==> src/rtl/ysyx_23060136_wb_commit_pkg.sv <==
// Shared types and widths for the writeback/commit stage and its commit FIFO.
package ysyx_23060136_wb_commit_pkg;

  localparam int BITS_W = 32;
  localparam int INST_W = 32;
  localparam int GPR_W  = 5;
  localparam int CSR_W  = 12;

  // Retirement state: running, draining after the halt instruction, halted.
  typedef enum logic [1:0] {
    WB_RUN    = 2'd0,
    WB_DRAIN  = 2'd1,
    WB_HALTED = 2'd2
  } wb_state_t;

  // One retired instruction as seen by the difftest/trace port.
  typedef struct packed {
    logic [BITS_W-1:0] pc;
    logic [INST_W-1:0] inst;
  } commit_entry_t;

  // GPR result select: loads take memory data, everything else the ALU result.
  function automatic logic [BITS_W-1:0] wb_gpr_data(
    input logic              mem_to_reg,
    input logic [BITS_W-1:0] rdata,
    input logic [BITS_W-1:0] alu_out
  );
    logic [BITS_W-1:0] res;
    if (mem_to_reg) begin
      res = rdata;
    end else begin
      res = alu_out;
    end
    return res;
  endfunction

endpackage

==> src/rtl/ysyx_23060136_commit_fifo.sv <==
// Synchronous FIFO holding retired instructions until the trace port takes them.
// Pointers carry one extra wrap bit so full and empty come straight from flops.
module ysyx_23060136_commit_fifo #(
  parameter int  DEPTH   = 4,
  parameter type entry_t = logic [63:0]
) (
  input  logic                     clk,
  input  logic                     rst_n,
  input  logic                     push,
  input  entry_t                   push_data,
  input  logic                     pop,
  output entry_t                   head,
  output logic                     full,
  output logic                     empty,
  output logic [$clog2(DEPTH):0]   count
);

  localparam int            AW      = $clog2(DEPTH);
  localparam logic [AW:0]   PTR_ONE = (AW+1)'(1);

  logic [AW:0] wr_ptr_q, wr_ptr_d;
  logic [AW:0] rd_ptr_q, rd_ptr_d;
  entry_t      mem_q [DEPTH];
  entry_t      mem_d [DEPTH];
  logic        do_push_s;
  logic        do_pop_s;

  // Status flags, guarded push/pop, pointer advance and storage update.
  always_comb begin
    empty     = (wr_ptr_q == rd_ptr_q);
    full      = (wr_ptr_q[AW] != rd_ptr_q[AW]) &&
                (wr_ptr_q[AW-1:0] == rd_ptr_q[AW-1:0]);
    count     = wr_ptr_q - rd_ptr_q;
    head      = mem_q[rd_ptr_q[AW-1:0]];
    do_push_s = push & ~full;
    do_pop_s  = pop & ~empty;
    mem_d     = mem_q;
    wr_ptr_d  = wr_ptr_q;
    rd_ptr_d  = rd_ptr_q;
    if (do_push_s) begin
      mem_d[wr_ptr_q[AW-1:0]] = push_data;
      wr_ptr_d                = wr_ptr_q + PTR_ONE;
    end else begin
      wr_ptr_d = wr_ptr_q;
    end
    if (do_pop_s) begin
      rd_ptr_d = rd_ptr_q + PTR_ONE;
    end else begin
      rd_ptr_d = rd_ptr_q;
    end
  end

  // Pointer and storage registers, cleared asynchronously.
  always_ff @(posedge clk or negedge rst_n) begin
    if (!rst_n) begin
      wr_ptr_q <= '0;
      rd_ptr_q <= '0;
      for (int i = 0; i < DEPTH; i++) begin
        mem_q[i] <= '0;
      end
    end else begin
      wr_ptr_q <= wr_ptr_d;
      rd_ptr_q <= rd_ptr_d;
      mem_q    <= mem_d;
    end
  end

endmodule

==> src/rtl/ysyx_23060136_wb_commit.sv <==
// Writeback stage: register-file write ports, commit FIFO feeding the
// difftest/trace port, retire counter and the halt/drain sequence.
module ysyx_23060136_wb_commit
  import ysyx_23060136_wb_commit_pkg::*;
#(
  parameter int COMMIT_DEPTH = 4
) (
  input  logic              clk,
  input  logic              rst,
  input  logic              WB_i_commit,
  input  logic [BITS_W-1:0] WB_i_pc,
  input  logic [INST_W-1:0] WB_i_inst,
  input  logic [BITS_W-1:0] WB_i_ALU_ALUout,
  input  logic [BITS_W-1:0] WB_i_ALU_CSR_out,
  input  logic [BITS_W-1:0] WB_i_rdata,
  input  logic              WB_i_write_gpr,
  input  logic              WB_i_write_csr_1,
  input  logic              WB_i_write_csr_2,
  input  logic              WB_i_mem_to_reg,
  input  logic [GPR_W-1:0]  WB_i_rd,
  input  logic [CSR_W-1:0]  WB_i_csr_rd_1,
  input  logic [CSR_W-1:0]  WB_i_csr_rd_2,
  input  logic              WB_i_system_halt,
  output logic              FORWARD_stallWB,
  output logic              WB_o_gpr_we,
  output logic [GPR_W-1:0]  WB_o_gpr_waddr,
  output logic [BITS_W-1:0] WB_o_gpr_wdata,
  output logic              WB_o_csr_we_1,
  output logic [CSR_W-1:0]  WB_o_csr_waddr_1,
  output logic [BITS_W-1:0] WB_o_csr_wdata_1,
  output logic              WB_o_csr_we_2,
  output logic [CSR_W-1:0]  WB_o_csr_waddr_2,
  output logic [BITS_W-1:0] WB_o_csr_wdata_2,
  output logic              WB_o_commit_valid,
  input  logic              WB_o_commit_ready,
  output logic [BITS_W-1:0] WB_o_commit_pc,
  output logic [INST_W-1:0] WB_o_commit_inst,
  output logic [63:0]       WB_o_retire_cnt,
  output logic              WB_o_halted
);

  localparam int               CW      = $clog2(COMMIT_DEPTH) + 1;
  localparam logic [CW-1:0]    CNT_ONE = CW'(1);

  wb_state_t      state_q, state_d;
  logic [63:0]    retire_cnt_q, retire_cnt_d;

  logic           accept_s;
  logic           fifo_push_s;
  logic           fifo_pop_s;
  logic           fifo_full_s;
  logic           fifo_empty_s;
  logic [CW-1:0]  fifo_count_s;
  logic           drain_done_s;
  commit_entry_t  push_entry_s;
  commit_entry_t  head_entry_s;

  ysyx_23060136_commit_fifo #(
    .DEPTH   (COMMIT_DEPTH),
    .entry_t (commit_entry_t)
  ) u_commit_fifo (
    .clk       (clk),
    .rst_n     (rst),
    .push      (fifo_push_s),
    .push_data (push_entry_s),
    .pop       (fifo_pop_s),
    .head      (head_entry_s),
    .full      (fifo_full_s),
    .empty     (fifo_empty_s),
    .count     (fifo_count_s)
  );

  // Backpressure and acceptance: a held slot is accepted exactly once.
  // Full is registered, so a pop in this cycle does not free a push slot yet.
  always_comb begin
    FORWARD_stallWB = ((state_q == WB_RUN) & WB_i_commit & fifo_full_s) |
                      (state_q != WB_RUN);
    accept_s        = WB_i_commit & ~FORWARD_stallWB;
    fifo_push_s     = accept_s;
    push_entry_s.pc   = WB_i_pc;
    push_entry_s.inst = WB_i_inst;
  end

  // Register-file write ports, valid only in the cycle of acceptance.
  always_comb begin
    WB_o_gpr_we      = WB_i_write_gpr & accept_s & (WB_i_rd != {GPR_W{1'b0}});
    WB_o_gpr_waddr   = WB_i_rd;
    WB_o_gpr_wdata   = wb_gpr_data(WB_i_mem_to_reg, WB_i_rdata, WB_i_ALU_ALUout);
    WB_o_csr_we_1    = WB_i_write_csr_1 & accept_s;
    WB_o_csr_waddr_1 = WB_i_csr_rd_1;
    WB_o_csr_wdata_1 = WB_i_ALU_CSR_out;
    WB_o_csr_we_2    = WB_i_write_csr_2 & accept_s;
    WB_o_csr_waddr_2 = WB_i_csr_rd_2;
    WB_o_csr_wdata_2 = WB_i_ALU_ALUout;
  end

  // Trace-port handshake straight off the FIFO head.
  always_comb begin
    WB_o_commit_valid = ~fifo_empty_s;
    WB_o_commit_pc    = head_entry_s.pc;
    WB_o_commit_inst  = head_entry_s.inst;
    fifo_pop_s        = WB_o_commit_valid & WB_o_commit_ready;
  end

  // Retire counter advances once per accepted instruction, wrapping at 2^64.
  always_comb begin
    retire_cnt_d = retire_cnt_q;
    if (accept_s) begin
      retire_cnt_d = retire_cnt_q + 64'd1;
    end else begin
      retire_cnt_d = retire_cnt_q;
    end
  end

  // Halt sequence: after the halt retires, drain the FIFO, then stop for good.
  // Draining completes when the FIFO is empty now or its last entry pops now.
  always_comb begin
    state_d      = state_q;
    drain_done_s = fifo_empty_s | (fifo_pop_s & (fifo_count_s == CNT_ONE));
    case (state_q)
      WB_RUN: begin
        if (accept_s & WB_i_system_halt) begin
          state_d = WB_DRAIN;
        end else begin
          state_d = WB_RUN;
        end
      end
      WB_DRAIN: begin
        if (drain_done_s) begin
          state_d = WB_HALTED;
        end else begin
          state_d = WB_DRAIN;
        end
      end
      WB_HALTED: begin
        state_d = WB_HALTED;
      end
      default: begin
        state_d = WB_RUN;
      end
    endcase
  end

  // State and retire-counter registers.
  always_ff @(posedge clk or negedge rst) begin
    if (!rst) begin
      state_q      <= WB_RUN;
      retire_cnt_q <= 64'd0;
    end else begin
      state_q      <= state_d;
      retire_cnt_q <= retire_cnt_d;
    end
  end

  // Status outputs taken directly from flops.
  always_comb begin
    WB_o_retire_cnt = retire_cnt_q;
    WB_o_halted     = (state_q == WB_HALTED);
  end

endmodule

==> config.mk <==
export PLATFORM = sky130hd
export DESIGN_NAME = ysyx_23060136_wb_commit
export DESIGN_NICKNAME = d
export VERILOG_FILES = /design/src/rtl/ysyx_23060136_wb_commit_pkg.sv /design/src/rtl/ysyx_23060136_commit_fifo.sv /design/src/rtl/ysyx_23060136_wb_commit.sv
export SDC_FILE = /design/constraint.sdc
export NUM_CORES = 1
export LEC_CHECK = 0
export ABC_AREA = 1
export BUFFER_PORTS_ARGS = -buffer_cell sky130_fd_sc_hd__buf_2
export CAP_MARGIN = 5
export CORE_ASPECT_RATIO = 1.4
export CORE_UTILIZATION = 40
export DETAILED_ROUTE_END_ITERATION = 12
export PLACE_DENSITY = 0.73
export SYNTH_ARGS = -nofsm -noshare
export SYNTH_HDL_FRONTEND = slang
export SYNTH_SLANG_ARGS = --single-unit
export TNS_END_PERCENT = 30
==> constraint.sdc <==
create_clock -name clk -period 3.4 [get_ports clk]
set_input_delay 0.68 -clock clk [delete_from_list [all_inputs] [get_ports clk]]
set_output_delay 0.68 -clock clk [all_outputs]
set_load 0.02 [all_outputs]
---- Yosys cells after proc, flatten, opt, wreduce, memory -nomap -nowiden ----
Index checks and enable logic that the tools add are counted.
storage, ports and cells
  register bits ........................... 328
  input port bits ......................... 198
  output and inout bits ................... 259
  word-level logic and storage cells ...... 59
cells by class
  add/sub/neg operators ................... 4
  magnitude comparators ................... 3
  eq/ne operators ......................... 6
  mux-type cells .......................... 10
  bitwise gates (word level) .............. 19
  reductions and logical operators ........ 5
operators by type and width
  operator               number
  $bwmux 256             1
  $mux 64                3
  $bmux 64 s2            1
  $demux 64 s2           1
  $add 64x1->64 const B  1
  $mux 32                1
  $and 1x1->1            12
  $add 3x1->3 const B    2
  $ge 3x3->1 const B     2
  $not 2->3              2
  $pmux 2 s3             1
  $reduce_bool 5->1      1
  $eq 3x1->1 const B     1
  $eq 3x3->1             1
  $lt 3x1->1 const B     1
  $not 1->1              3
  $sub 3x3->3            1
  $eq 2x1->1 const B     1
  $eq 2x2->1             1
  $eq 2x2->1 const B     1
  $logic_and 1x1->1      2
  $logic_not 2->1        1
  $mux 2                 1
  $or 1x1->1             2
  other kinds (3)        3

---- Depth between registers and ports, before layout ----
Gate-level depths: netlist of the first run.
  word-level depth ........................ 9
  mapped depth ............................ 14
  gate-level depth less buffers ........... 12

---- By module ----
Synthesis of the first run repeated with hierarchy kept, for this count alone.
unflattened totals
  cells, all modules ...................... 2,216
  area, all modules ....................... 17,705.7 um^2
by module, submodules not included
  module                     times used  cells an instance  area an instance (um^2)  seq. area each (um^2)
  ysyx_23060136_commit_fifo  1           1,554              12,741.0                 6,556.3
  ysyx_23060136_wb_commit    1           662                4,964.8                  1,651.6

---- Least setup slack after synthesis of the first run ----
OpenSTA, ideal clock, no wires.
  path type ............................... reg2out
  start point ............................. register u_commit_fifo.rd_ptr_q[1]
  end point ............................... output port WB_o_csr_we_1
  arrival ................................. 2.214 ns
  required time ........................... 2.720 ns
  slack ................................... 0.506 ns
  cell stages (with the launch flop) ...... 13
  path buffers ............................ 5
  cells stage by stage .................... dfrtp_1 > inv_1 > clkbuf_1 > clkbuf_1 > ha_1 > nand2_1 > inv_1 > nand2_1 > nand3_2 > buf_6 > buf_8 > buf_6 > nor2_1
on the way
  cells in the longest elaborated chain, start to end .. 7
ends and longest elaborated chain
  item                    RTL line                         RTL
  start, declared         ysyx_23060136_commit_fifo.sv:22  logic [AW:0] rd_ptr_q, rd_ptr_d;
  start signal, assigned  ysyx_23060136_commit_fifo.sv:63  rd_ptr_q <= rd_ptr_d;
  $eq 2x2->1              ysyx_23060136_commit_fifo.sv:32  (wr_ptr_q[AW-1:0] == rd_ptr_q[AW-1:0]);
  $logic_and 1x1->1       ysyx_23060136_commit_fifo.sv:31  full = (wr_ptr_q[AW] != rd_ptr_q[AW]) &&
  $and 1x1->1             ysyx_23060136_wb_commit.sv:76    FORWARD_stallWB = ((state_q == WB_RUN) & WB_i_commit & fifo_full_s) |
  $or 1x1->1              ysyx_23060136_wb_commit.sv:76
  $not 1->1               ysyx_23060136_wb_commit.sv:78    accept_s = WB_i_commit & ~FORWARD_stallWB;
  $and 1x1->1             ysyx_23060136_wb_commit.sv:78
  $and 1x1->1             ysyx_23060136_wb_commit.sv:89    WB_o_csr_we_1 = WB_i_write_csr_1 & accept_s;
  end, declared           ysyx_23060136_wb_commit.sv:28    output logic WB_o_csr_we_1,
No other way between the ends.

---- Worst setup path in the final report of the first run ----
  start point ............................. register u_commit_fifo.rd_ptr_q[1]
  end point ............................... output port WB_o_commit_inst[11]
on the way
  cells in the longest elaborated chain, start to end .. 4
ends and longest elaborated chain
  item                                         RTL line                         RTL
  $not 2->3 (implied by the code)              ysyx_23060136_commit_fifo.sv:34  head = mem_q[rd_ptr_q[AW-1:0]];
  $bmux 64 s2                                  ysyx_23060136_commit_fifo.sv:34
  $mux 64 (implied by the code) (2 in series)  ysyx_23060136_commit_fifo.sv:34
  end, declared                                ysyx_23060136_wb_commit.sv:37    output logic [INST_W-1:0] WB_o_commit_inst,
No other way between the ends. The select of a mux whose other input is x is not followed.

==> impl_results.md, run 1 <==
- Routed Antenna Nets: 0
- Vias: 16200
- Total setup buffers inserted after CTS: 0
- Worst setup startpoint: u_commit_fifo.rd_ptr_q[1]
- Final Max Tran Viols: 0
- Mapped Cells: 2221
- Clk pwr share: 32.5%
- Worst Setup Path Type: reg -> out
- GR Layer Usage met1: 29.0%
- Power density over cell area: 583 nW/um2
- Worst path required time: 2.72 ns
- P_int: 7.22 mW
- CTS Sinks: 328
- EDFF count, synth: 0
- Final Skew: 0.0184 ns
- CP endpoint: WB_o_commit_inst[11]
- Post-CTS Resized: 0
- Final core occ: 46.8%
- Final HPWL DP: 39100 um
- Overflow after GRT: 0
- Worst ir drop on vdd: 0.000660 V
- Fill cell count: 4217
- Status: finished clean
- Core region area: 42400 um2
- Reg power frac: 34.1%
- R2r setup slk: 0.72 ns
- Max H-tree Level: 2
- Ratio of cells with drive above 1 in the final layout: 20.4%
- Avg Cell Area, Syn: 7.78 um2
- Routed wire length: 59000 um
- Clock Latency Late Sink: 0.53 ns
- Ys flop type: dfrtp_1
- # port buffers: 344
- Clock-pin slew on the worst setup and hold paths: 0.06 ns
- Sw Ratio: 37.6%
- Critical path capture point type: output pin
- Post-Syn Area: 17300 um2
- Placer Congestion: 0.903
- Root Driver: clkbuf_16
- Commonest non-fill, non-tap cells in the layout: nand2_1, o21ai_0, buf_2
- Worst-margin pin slew: 1.03 ns
- First-pass GRT wire length: 89700 um
- P_leak: 10.6 nW
- Dpl ws: 0.780 ns
- Router iterations before antenna repair: 8
- Synth Net Count: 2428
- Final WS setup: 0.214 ns
- Worst EP arrival: 2.51 ns
- Worst min path class: in -> async
- Area occupied by multi-input gates: 7510 um2
- Number of remaining DRC errors: 0
- CTS tree: built
- Worst setup SP type: flop
- Sequential Area: 8210 um2
- Hold buffer count at cts: 0
- Fin nets: 2612
- Most common cell after layout, fill and taps aside: nand2_1
- Vias per cell: 5.43
- Switch Pwr: 4.35 mW
- Number of global-route vias before repair: 15700
- RSZ-0062 raised after global routing: no
- Layout area overhead: 14.8%
- Ys Warns: 0
- Tcrit/Tclk final: 93.7%
- Setup_tns: 0 ns
- Relative slew margins: 31.0%
- Crit Reg-Reg Endpoint: u_commit_fifo.mem_q[14]
- Largest net degree at the start of global routing: 130
- Sequential area share after synthesis: 47.5%
- I/O pin count: 457
- Initial antenna violation count: 13
- Worst reg2reg path depth: 9
- Register bit total from synthesis: 328
- Chip height: 248 um
- Minimum clock period: 3.19 ns
- # setup viols final: 0
- Die ar.: 44100 um2
- Global Route met3 Usage: 7.18%
- Comb power frac: 33.4%
- Non-filler cells, final: 2981
- Row count: 89
- Die width: 178 um
- Final hold vios: 0
- Grt met2 use: 46.4%
- Max Freq: 0.314 GHz
- Crit-path max FO: 65
- Mean routed wirelength per cell: 19.8 um
- GRT Max-Usage Layer: met2
- Total power: 11.6 mW
- CTS Buffer Depth: 3
- Drt initial violations: 1410
- Number of max-cap violations: 0
- Async S/R FF share, synth: 100%
- Reg2reg start: u_commit_fifo.rd_ptr_q[0]
- DP Cell Count: 2914
- Initial Util: 40.7%
- Yosys cell types: 32
- Cts bufs inserted: 35
- GRT Util Overall: 26.6%
-- per-stage QoR --
stage          hold slack [ns]  cell area [um2]
2_1_floorplan            0.384            17300
3_3_place_gp             0.456            18700
3_5_place_dp             0.463            18700
4_1_cts                  0.179            19800
5_1_grt                  0.171            19800
6_report                 0.117            19800
-- area by class of cell --
cell class / count / share of cell area (%)
flip-flops and latches: 328 / 41.4
multi-input cells: 1604 / 37.9
repair buffers: 374 / 10.4
clock buffers: 49 / 5.24
well taps: 546 / 3.44
inverters: 62 / 1.18
clock inverters: 10 / 0.391
diodes: 8 / 0.101
-- worst min path at each step --
stage          depth (start not counted)                        to  slack [ns]                startpoint
6_report                               1    u_commit_fifo.mem_q[6]        0.12                       rst
3_3_place_gp                           2   u_commit_fifo.mem_q[99]        0.46   u_commit_fifo.mem_q[99]
4_1_cts                                1  u_commit_fifo.mem_q[198]        0.18                       rst
2_1_floorplan                          0        WB_o_retire_cnt[0]        0.38                       rst
3_5_place_dp                           2  u_commit_fifo.mem_q[163]        0.46  u_commit_fifo.mem_q[163]
5_1_grt                                1  u_commit_fifo.mem_q[198]        0.17                       rst
-- routing by layer --
metal  vias to the layer above  wire length [um]
met5                         -                29
met4                         6              3030
met1                      7752             20800
li1                       7498                 -
met3                       185              5410
met2                       749             29700
-- power groups by stage --
stage / clock network [mW] / logic [mW] / registers, mW
final: 3.76 / 3.86 / 3.95
after global routing: 3.96 / 4.19 / 3.95
after CTS: 3.81 / 3.88 / 3.95
after detailed placement: 0 / 3.86 / 4.02
after global placement: 0 / 3.84 / 4.02
after floorplan: 0 / 2.49 / 4.01
-- cells by family (layout without fill, tap and decap cells) --
logic type,Yosys count,in the layout,share of synthesized area (%)
mux,32,32,2.08
fa+ha+maj,9,9,0.695
xor+xnor,37,37,1.87
compound gates,457,457,13.7
other cells,0,8,0
buf+inv,289,495,9.12
simple gates,1069,1069,25.0
flops,328,328,47.5
-- registers in the layout, summed over array words and instances (netlist names) --
name / count
u_commit_fifo.mem_q: 256
state_q: 2
u_commit_fifo.wr_ptr_q: 3
u_commit_fifo.rd_ptr_q: 3
WB_o_retire_cnt: 64
-- critical path, stage by stage, from the launching register on --
cell and delay (ns):
dfrtp_2 0.41, inv_2 0.06, buf_4 0.56, o21ai_0 0.19
o22ai_1 0.40, buf_2 0.25
-- cells in the mapped netlist, types with 19 or more instances --
cell      count  share of area (%)
nand2_1     728                 16
o21ai_1      47                1.4
inv_1        60                1.3
dfrtp_1     328                 47
buf_4        93                4.0
o22ai_1      64                2.3
xor2_1       22                1.1
buf_2        51                1.5
nand4_1      19               0.69
clkbuf_1     66                1.4
nor2_1      238                5.2
nand3_1      36                1.0
mux2_2       32                2.1
o21ai_0     344                 10
(Power assumes the default switching activity.)
==> run 2: changes to the inputs <==
--- a/config.mk
+++ b/config.mk
@@ -12,6 +12,7 @@
 export CORE_UTILIZATION = 40
 export DETAILED_ROUTE_END_ITERATION = 12
 export PLACE_DENSITY = 0.73
+export RECOVER_POWER = 25
 export SYNTH_ARGS = -nofsm -noshare
 export SYNTH_HDL_FRONTEND = slang
 export SYNTH_SLANG_ARGS = --single-unit
==> impl_results.md, run 2 (synthesis gave the netlist of run 1 again) <==
- # setup viols final: 0 (unchanged)
- Hold WS: 0.384 ns (was 0.117 ns)
- Routed Antenna Nets: 0 (unchanged)
- Number of global-route vias before repair: 15700 (unchanged)
- Worst min path class: in -> reg (was in -> async)
- Max H-tree Level: 2 (unchanged)
- Power density over cell area: 584 nW/um2 (was 583 nW/um2)
- Clock-pin slew on the worst setup and hold paths: 0.06 ns (about the same)
- Worst ir drop on vdd: 0.000669 V (was 0.000660 V)
- Minimum clock period: 3.19 ns (about the same)
- Status: complete, but fails checks (was finished clean)
- Largest net degree at the start of global routing: 130 (unchanged)
- Most flop-heavy register: u_commit_fifo.mem_q (unchanged)
- Final Max Tran Viols: 83 (was 0)
- CTS Sinks: 328 (unchanged)
- Core region area: 42400 um2 (unchanged)
- Clock Latency Late Sink: 0.53 ns (about the same)
- Relative slew margins: -51.1% (was 31.0%)
- Worst Setup Path Type: reg -> out (unchanged)
- Final HPWL DP: 39100 um (unchanged)
- Number of remaining DRC errors: 0 (unchanged)
- Most common cell after layout, fill and taps aside: nand2_1 (unchanged)
- GRT Util Overall: 26.6% (unchanged)
- Die ar.: 44100 um2 (unchanged)
- Worst EP arrival: 2.51 ns (about the same)
- Initial antenna violation count: 13 (unchanged)
- Worst path required time: 2.72 ns (about the same)
- Chip height: 248 um (unchanged)
- Crit-path max FO: 66 (was 65)
- Worst-margin pin slew: 2.27 ns (was 1.03 ns)
- Max reg flops: 256 (unchanged)
- Sequential Area: 8210 um2 (unchanged)
- Worst setup SP type: flop (unchanged)
- Row count: 89 (unchanged)
- DP Cell Count: 2914 (unchanged)
- Area occupied by multi-input gates: 7510 um2 (unchanged)
- Failing checks: max-capacitance violations, max-slew violations
- Post-CTS Resized: 0 (unchanged)
- Cts bufs inserted: 35 (unchanged)
- First-pass GRT wire length: 89700 um (unchanged)
- Fill cell count: 4221 (was 4217)
- Layout area overhead: 14.6% (was 14.8%)
- Mean routed wirelength per cell: 19.8 um (about the same)
- Fin nets: 2612 (unchanged)
- Total setup buffers inserted after CTS: 0 (unchanged)
- Die width: 178 um (unchanged)
- RSZ-0062 raised after global routing: no (unchanged)
- Ratio of cells with drive above 1 in the final layout: 20.3% (was 20.4%)
- Drt initial violations: 1502 (was 1410)
- Worst reg2reg path depth: 9 (unchanged)
- P_leak: 10.6 nW (about the same)
- Non-filler cells, final: 2981 (unchanged)
- CTS tree: built (unchanged)
- Tcrit/Tclk final: 93.9% (was 93.7%)
- Setup_tns: 0 ns (unchanged)
- CTS Buffer Depth: 3 (unchanged)
- Final hold vios: 0 (unchanged)
- Vias: 16200 (about the same)
- Critical path capture point type: output pin (unchanged)
- Overflow after GRT: 0 (unchanged)
- Vias per cell: 5.42 (was 5.43)
- Router iterations before antenna repair: 6 (was 8)
- Hold buffer count at cts: 0 (unchanged)
- I/O pin count: 457 (unchanged)
- Max Freq: 0.313 GHz (was 0.314 GHz)
- Final Skew: 0.0187 ns (was 0.0184 ns)
- Number of max-cap violations: 1 (was 0)
- Commonest non-fill, non-tap cells in the layout: nand2_1, o21ai_0, buf_2 (unchanged)
- Initial Util: 40.7% (unchanged)
- # port buffers: 344 (unchanged)
- WHS Path Cells: 3
- Placer Congestion: 0.903 (unchanged)
- Root Driver: clkbuf_16 (unchanged)
- Routed wire length: 59100 um (was 59000 um)
-- run 2: cell count changes in the layout (fill, tap and decap cells not counted) --
cell      before  now
clkbuf_2       0    5
buf_8          1    0
buf_4         22   16
clkbuf_1       4    6
-- run 2: per-stage QoR --
stage | power [mW] | cell area (um2) | utilization (%) | worst slack (ns)
CTS | 11.6 | 19800 | 46.7 | 0.265
global placement | 7.85 | 18700 | 44.1 | 0.841
global route | 12.1 | 19800 | 46.7 | 0.149
finish | 11.6 | 19800 | 46.7 | 0.206
detailed placement | 7.88 | 18700 | 44.1 | 0.780
floorplan | 6.51 | 17300 | - | 0.506
-- run 2: power breakdown --
| group | internal (mW) | switching (mW) |
|---|---|---|
| sequential | 3.93 | 0.0206 |
| combinational | 1.15 | 2.72 |
| clock | 2.14 | 1.62 |
| total | 7.22 | 4.36 |
-- run 2: critical path, stage by stage, from the launching register on --
cell and delay [ns]:
dfrtp_2 0.37, buf_4 0.67, o21ai_0 0.20, o22ai_1 0.43, buf_2 0.25
-- run 2: cell type report --
| class | count | share of cell area [%] |
|---|---|---|
| diodes | 8 | 0.101 |
| clock buffers | 49 | 5.25 |
| clock inverters | 10 | 0.392 |
| inverters | 62 | 1.18 |
| multi-input cells | 1604 | 37.9 |
| flip-flops and latches | 328 | 41.5 |
| well taps | 546 | 3.45 |
| repair buffers | 374 | 10.2 |
-- run 2: path summary, 6_finish.rpt --
check                                     startpoint                        to  slack [ns]
setup / recovery           u_commit_fifo.rd_ptr_q[1]      WB_o_commit_inst[11]        0.21
hold / removal                      WB_i_system_halt                state_q[0]        0.38
setup reg to reg           u_commit_fifo.rd_ptr_q[0]  u_commit_fifo.mem_q[214]        0.72
hold reg to reg             u_commit_fifo.mem_q[163]  u_commit_fifo.mem_q[163]        0.48
max in group asynchronous                        rst  u_commit_fifo.mem_q[129]        0.72
min in group asynchronous                        rst    u_commit_fifo.mem_q[6]        0.84
-- run 2: layer usage --
metal	vias up	share of wire (%)	GRT usage [%]	wire, um
met2	747	51	46.4	30000
li1	7493	-	-	-
met1	7742	35	29.0	20600
met3	173	9.3	7.18	5500
met5	-	0.049	0	29
met4	6	5.1	14.6	2990
